## src/rtl/mod_n_counter.sv

```systemverilog
// Loadable up/down modulo-N counter digit with cascade carry/borrow, load range
// check and a sticky wrap flag. Chain digits by feeding Cout into the next Cin.
module mod_n_counter #(
    parameter int WIDTH     = 4,
    parameter int MODULUS   = 10,
    parameter int RESET_VAL = 0
) (
    input  logic             CLK,
    input  logic             MR,
    input  logic             Load,
    input  logic [WIDTH-1:0] P,
    input  logic             Enable,
    input  logic             Cin,
    input  logic             Up,
    input  logic             ClrFlag,
    output logic [WIDTH-1:0] Q,
    output logic             Cout,
    output logic             LoadErr,
    output logic             WrapFlag
);

    if (MODULUS < 2 || MODULUS > (2 ** WIDTH)) begin : g_bad_modulus
        $fatal(1, "mod_n_counter: MODULUS %0d out of range for WIDTH %0d", MODULUS, WIDTH);
    end
    if (RESET_VAL < 0 || RESET_VAL >= MODULUS) begin : g_bad_reset_val
        $fatal(1, "mod_n_counter: RESET_VAL %0d not below MODULUS %0d", RESET_VAL, MODULUS);
    end

    // Terminal values are compared explicitly, so MODULUS == 2**WIDTH needs no modulo.
    localparam logic [WIDTH-1:0] MAXV  = WIDTH'(MODULUS - 1);
    localparam logic [WIDTH-1:0] RST_Q = WIDTH'(RESET_VAL);

    logic terminal;
    logic count_en;

    assign terminal = Up ? (Q == MAXV) : (Q == '0);
    assign count_en = Enable & Cin & ~Load & ~MR;
    assign Cout     = count_en & terminal;

    always_ff @(posedge CLK) begin
        if (MR) begin
            Q        <= RST_Q;
            LoadErr  <= 1'b0;
            WrapFlag <= 1'b0;
        end else begin
            LoadErr <= 1'b0;
            if (Load) begin
                if (P > MAXV)
                    LoadErr <= 1'b1;
                else
                    Q <= P;
            end else if (Enable && Cin) begin
                if (Up)
                    Q <= (Q == MAXV) ? '0 : Q + WIDTH'(1);
                else
                    Q <= (Q == '0) ? MAXV : Q - WIDTH'(1);
            end
            // A wrap on this edge beats a simultaneous clear.
            WrapFlag <= Cout | (WrapFlag & ~ClrFlag);
        end
    end

endmodule

```

## config.mk

```make
export PLATFORM = sky130hd
export DESIGN_NAME = mod_n_counter
export DESIGN_NICKNAME = d
export VERILOG_FILES = /design/src/rtl/mod_n_counter.sv
export SDC_FILE = /design/constraint.sdc
export NUM_CORES = 1
export LEC_CHECK = 0
export ABC_CLOCK_PERIOD_IN_PS = 2000
export BUFFER_PORTS_ARGS = -buffer_cell sky130_fd_sc_hd__buf_2
export CAP_MARGIN = 40
export CORE_AREA = 4 4 41 43
export CTS_BUF_LIST = sky130_fd_sc_hd__clkbuf_8
export DETAILED_ROUTE_END_ITERATION = 8
export DIE_AREA = 0 0 45 47
export SYNTH_ARGS = -nofsm -noshare
export SYNTH_HDL_FRONTEND = slang
export SYNTH_SLANG_ARGS = --single-unit
```

## constraint.sdc

```tcl
create_clock -name CLK -period 2 [get_ports CLK]
set_input_delay 0.1 -clock CLK [delete_from_list [all_inputs] [get_ports CLK]]
set_output_delay 0.1 -clock CLK [all_outputs]
set_load 0.005 [all_outputs]
```

==> results of run 1 <==
[how the worst min path moves through the flow]
stage | start | to | slack, ns | cells after the start
floorplan | MR | Q[2] | 0.16 | 1
global placement | P[0] | Q[0] | 0.36 | 3
detailed placement | MR | Q[2] | 0.37 | 2
CTS | MR | Q[2] | 0.13 | 2
global route | MR | Q[2] | 0.14 | 2
finish | MR | Q[2] | 0.13 | 2
[logic make-up (layout without fill, tap and decap cells)]
family	count (synthesis)	in the layout	synth area share
AOI/OAI and AO/OA	17	17	0.298
xor gates and xnor gates	2	2	0.0422
buffers and inverters	6	23	0.0934
DFF	6	6	0.289
muxes	2	2	0.0482
and+or+nand+nor	17	17	0.229
[power breakdown]
group / internal (mW) / total [mW] / switching, mW
logic: 0.0389 / 0.0753 / 0.0364
registers: 0.128 / 0.142 / 0.0143
clock network: 0.129 / 0.182 / 0.0529
[stage by stage]
step | cells | worst slack (ns) | area (um2) | hold slack (ns)
floorplan | 50 | 0.422 | 415 | 0.162
finish | 82 | 0.406 | 533 | 0.133
CTS | 82 | 0.407 | 533 | 0.131
global route | 82 | 0.302 | 533 | 0.140
detailed placement | 79 | 0.418 | 492 | 0.365
global placement | 79 | 0.435 | 492 | 0.361
[sequential cells by signal (all words and copies together), names as in the netlist]
register and flops:
Q 4, LoadErr 1, WrapFlag 1
[final cells by class]
class	instances	share of cell area
Inverter	3	0.0211
Sequential cell	6	0.225
Timing Repair Buffer	17	0.160
Multi-Input combinational cell	38	0.481
Clock buffer	3	0.0775
Tap cell	15	0.0352
[synthesized netlist by cell type, types with 2 or more instances]
cell and instances:
a21oi_1 5, a21oi_2 2, a221o_1 2, buf_6 2
dfxtp_1 6, inv_1 3, mux2i_1 2, nand2_1 3
nand3_1 2, nor2_1 3, nor2b_1 2
[metal layers]
metal / GRT usage / up-vias / wire (um) / part of all wire
li1: - / 217 / - / -
met1: 0.124 / 188 / 425 / 0.43
met2: 0.161 / 16 / 454 / 0.46
met3: 0.0690 / 0 / 110 / 0.11
met4: 0.0175 / 0 / 0 / 0
met5: 0 / - / 0 / 0
==> summary.txt, run 1 <==
Status
  – Outcome: completed

Placement
  – RePlAce Congestion: 0.749
  – HPWL Detailed: 790 um
  – IO Port Bufs: 17

Critical path
  – CP max stage delay: 0.54 ns
  – WP buf/inv: 0
  – Crit path capture type: flip-flop
  – Reg2reg end: Q[2]
  – Register-to-register setup slack: 0.41 ns
  – Critical path required time: 2.16 ns
  – CP cell instances: or4b_1 > a21o_1 > a221o_1 > a21oi_2
  – Setup crit start kind: flip-flop
  – Setup crit start: Q[0]
  – CP max FO: 11
  – Critical Path Stages: 4
  – Cell family with the largest share of critical-path delay: compound AO/OA/AOI/OAI gates
  – R2R depth: 4
  – CP Class: flip-flop to flip-flop
  – Critical Path Slowest Stage Cell: or4b_1
  – Critical Path End: Q[2]
  – FF-to-FF Start: Q[0]
  – CP arrival: 1.75 ns

Global routing
  – First-pass GRT wire length: 1510 um
  – GR Util All Layers: 0.105
  – Remaining global-route overflow: 0
  – Initial antenna violation count: 0
  – Largest net degree at the start of global routing: 12
  – Vias in the first global route: 345

Finish
  – Commonest non-fill, non-tap cell in the layout: buf_2
  – Final core occ: 0.410
  – Filler cells: 148
  – Footprint of the multi-input gates: 256 um2
  – Most frequent cells in the layout: buf_2, dfxtp_1, a21oi_1
  – Nets: 80
  – Share of cells above drive strength 1: 0.328
  – N_diodes: 0
  – Area added between synthesis and finish: 28.3%
  – Register Area: 120 um2

Clocking
  – Post-CTS sizing: 0
  – # Post-CTS Setup Buffers: 0
  – CTS root buffer: clkbuf_8
  – CTS H-tree depth: 1
  – Num CTS Buffers: 3
  – CTS tree: built
  – Clock sink count: 6
  – Clock slew at reported path FFs: 0.04 ns
  – CTS hold repair buffers: 0
  – Worst skew pair latency: 0.22 ns
  – Clock Path Buffers: 2

Detailed routing
  – Vias per cell: 5.13
  – Drt pass-1 iters: 3
  – Post-route ant nets: 0
  – Detailed Route WL: 990 um
  – DRC errors left: 0
  – Detailed-route via count: 421
  – Drt first-iter violations: 3
  – Wire length per cell: 12.1 um

STA
  – Hold Fails Final Rpt: 0
  – Setup TNS: 0 ns
  – Max Clk Rate: 628 MHz
  – Slew margin rel.: 0.776
  – Fin crit share: 0.797
  – Crit path time final: 1.59 ns
  – Worst Tran Pin Value: 0.335 ns
  – RSZ-0062 raised after global routing: false
  – Slew Limit Fails: 0
  – Layout Skew: 0.000149 ns
  – Final setup fails: 0

Floorplan
  – Die Outline Area: 0.00212 mm2
  – Die Y: 47 um
  – FP Rows: 13
  – Die Width: 45 um
  – Boundary Pins: 18
  – Core Region: 0.00130 mm2
  – Starting Density: 0.319

Logic synthesis
  – Predominant post-synthesis flop cell: dfxtp_1
  – Syn_area_per_cell: 8.31 um2
  – Mapped Cells: 50
  – Async set-reset flop share out of synthesis: 0
  – Synthesized area: 415 um2
  – Synthesized Nets: 61
  – Top cell type's share of synthesized area: 0.289
  – Post-synth EDFFs: 0
  – Largest area contributor in the netlist: dfxtp_1
  – Distinct cell type count after synthesis: 29
  – Seq/Total Area, Yosys: 0.289
  – Ys Warns: 0
  – Synthesized flop and latch total: 6
  – Top post-synthesis cells by area: dfxtp_1, a21oi_1, buf_6, a221o_1, mux2i_1

Job
  – Total of max-cap violations: 0

Power and ir drop
  – Total power: 400 uW
  – PwrDens: 751 mW/mm2
  – Leak: 0.245 nW
  – Worst IR Drop VDD: 0.431 mV

Hold path
  – HP Class: primary input to flip-flop
Note: power is estimated with default switching activity, not from simulation.
==> run 2: changes to the inputs <==
Settings changed: ABC_CLOCK_PERIOD_IN_PS 2000 to 1450.
Clock period 2 ns to 1.45 ns, I/O delays scaled along.
==> run 2 against run 1 <==
Against the previous run:
- flip-flop and latch count stayed put
- critical path depth stayed put
- maximum frequency is 10% higher
- cell area is 12% higher
- non-clock buffer count is 7 higher
- sequential share of layout area is 2.1 points lower
- die area stayed put
- critical endpoint unchanged
- largest power group unchanged
==> summary.txt, run 2 (synthesized netlist as in run 1, its figures left out) <==
Global routing
  – Remaining global-route overflow: 0 (unchanged)
  – GR Util All Layers: 0.111 (+0.00616)
  – Largest net degree at the start of global routing: 11 (-1)
  – Vias in the first global route: 377 (+9.3%)
  – First-pass GRT wire length: 1580 um (+4.6%)
  – Initial antenna violation count: 0 (unchanged)

STA
  – Final setup fails: 0 (unchanged)
  – Crit path time final: 1.44 ns (-0.149 ns)
  – Slew margin rel.: 0.796 (+0.0199)
  – Worst Tran Pin Value: 0.304 ns (-0.0314 ns)
  – RSZ-0062 raised after global routing: true
  – Slew Limit Fails: 0 (unchanged)
  – Hold Fails Final Rpt: 0 (unchanged)
  – Fin crit share: 0.996 (+0.199)
  – Setup ws final: 0.00556 ns (-0.401 ns)
  – Layout Skew: 0.00151 ns (+0.00136 ns)
  – Setup TNS: 0 ns (unchanged)
  – Max Clk Rate: 692 MHz (+10%)

Placement
  – IO Port Bufs: 17 (unchanged)
  – DP Worst Slack: -0.0140 ns (-0.432 ns)
  – HPWL Detailed: 858 um (+8.5%)
  – RePlAce Congestion: 0.737 (-1.6%)
  – Area after DPL: 544 um2 (+11%)
  – Inst Count DP: 86 (+8.9%)

Clocking
  – CTS tree: built
  – # Post-CTS Setup Buffers: 0 (unchanged)
  – Num CTS Buffers: 3 (unchanged)
  – Clock slew at reported path FFs: 0.04 ns (about the same)
  – Clock sink count: 6 (unchanged)
  – CTS root buffer: clkbuf_8
  – Worst skew pair latency: 0.22 ns (about the same)
  – CTS hold repair buffers: 0 (unchanged)
  – CTS H-tree depth: 1 (unchanged)
  – Clock Path Buffers: 2 (unchanged)

Critical path
  – CP max FO: 4 (-7)
  – Crit path capture type: flip-flop
  – CP arrival: 1.60 ns (-0.15 ns)
  – Setup crit start kind: flip-flop
  – Critical path required time: 1.61 ns (-0.55 ns)
  – CP Class: flip-flop to flip-flop

Power and ir drop
  – Leak: 0.284 nW (+16%)
  – PwrDens: 971 mW/mm2 (+29%)
  – Worst IR Drop VDD: 0.777 mV (+80%)

Floorplan
  – Die Y: 47 um (unchanged)
  – Die Width: 45 um (unchanged)
  – Boundary Pins: 18 (unchanged)
  – Die Outline Area: 0.00212 mm2 (unchanged)
  – FP Rows: 13 (unchanged)
  – Starting Density: 0.319 (unchanged)
  – Core Region: 0.00130 mm2 (unchanged)

Finish
  – Top reg by flops: Q
  – N_diodes: 0 (unchanged)
  – Final core occ: 0.461 (+0.0510)
  – Nets: 87 (+8.8%)
  – Share of cells above drive strength 1: 0.432 (+0.104)
  – Layout Cells excl Fill: 89 (+8.5%)
  – Commonest non-fill, non-tap cell in the layout: buf_2
  – Most frequent cells in the layout: buf_2, buf_4, a21oi_1
  – Area added between synthesis and finish: 44.3%
  – Regs by FF count: Q (4), LoadErr (1), WrapFlag (1)
  – Filler cells: 140 (-5.4%)
  – Post-route cell area: 599 um2 (+12%)
  – Largest register FFs: 4 (unchanged)

Status
  – Outcome: completed

Detailed routing
  – DRC errors left: 0 (unchanged)
  – Drt pass-1 iters: 4 (+1)
  – Wire length per cell: 11.8 um (-2.5%)
  – Detailed Route WL: 1050 um (+5.9%)
  – Post-route ant nets: 0 (unchanged)
  – Detailed-route via count: 442 (+5.0%)
  – Vias per cell: 4.97 (-3.3%)
  – Drt first-iter violations: 4 (+1)

Job
  – Total of max-cap violations: 0 (unchanged)

Hold path
  – HP Class: primary input to flip-flop
==> run 2: worst paths after layout <==
check | startpoint | to | slack (ns) | cells past startpoint
worst max-delay path | Q[1] | Q[2] | 0.006 | 4
worst min-delay path | P[0] | Q[0] | 0.11 | 3
worst max register to register | Q[1] | Q[2] | 0.006 | 4
worst min register to register | WrapFlag | WrapFlag | 0.47 | 2
==> run 2: final cells by class <==
type,count,area (um2),share of cell area
Multi-Input combinational cell,38,264,0.441
Timing Repair Buffer,24,141,0.236
Clock buffer,3,41.3,0.0689
Inverter,3,11.3,0.0188
Tap cell,15,18.8,0.0313
Sequential cell,6,123,0.205
==> run 2: per-stage QoR <==
step / power, mW / hold WS (ns)
5_1_grt: 0.617 / 0.113
4_1_cts: 0.586 / 0.101
3_3_place_gp: 0.326 / 0.329
3_5_place_dp: 0.327 / 0.340
6_report: 0.582 / 0.105
2_1_floorplan: 0.272 / 0.135
==> run 2: power breakdown <==
group	total [mW]	internal [mW]	switching (mW)
logic	0.145	0.0756	0.0695
registers	0.185	0.178	0.00719
clock network	0.252	0.179	0.0732
total	0.582	0.432	0.150
==> run 2: worst max-delay path, stage by stage, from the launching register on <==
cell and delay, ns:
dfxtp_2 0.32, or4b_1 0.49, a21o_1 0.16, a221o_1 0.30, a21oi_2 0.11
==> run 2: metal layers <==
metal	track usage	wire length (um)
met2	0.184	499
met5	0	0
met3	0.0575	77
met4	0.0526	9
met1	0.116	460
==> run 2: what timing repair did <==
item                                    in CTS  in global routing
endpoints found under the setup margin       1                  3
pin swaps                                    0                  2
gates resized for setup                      1                  3
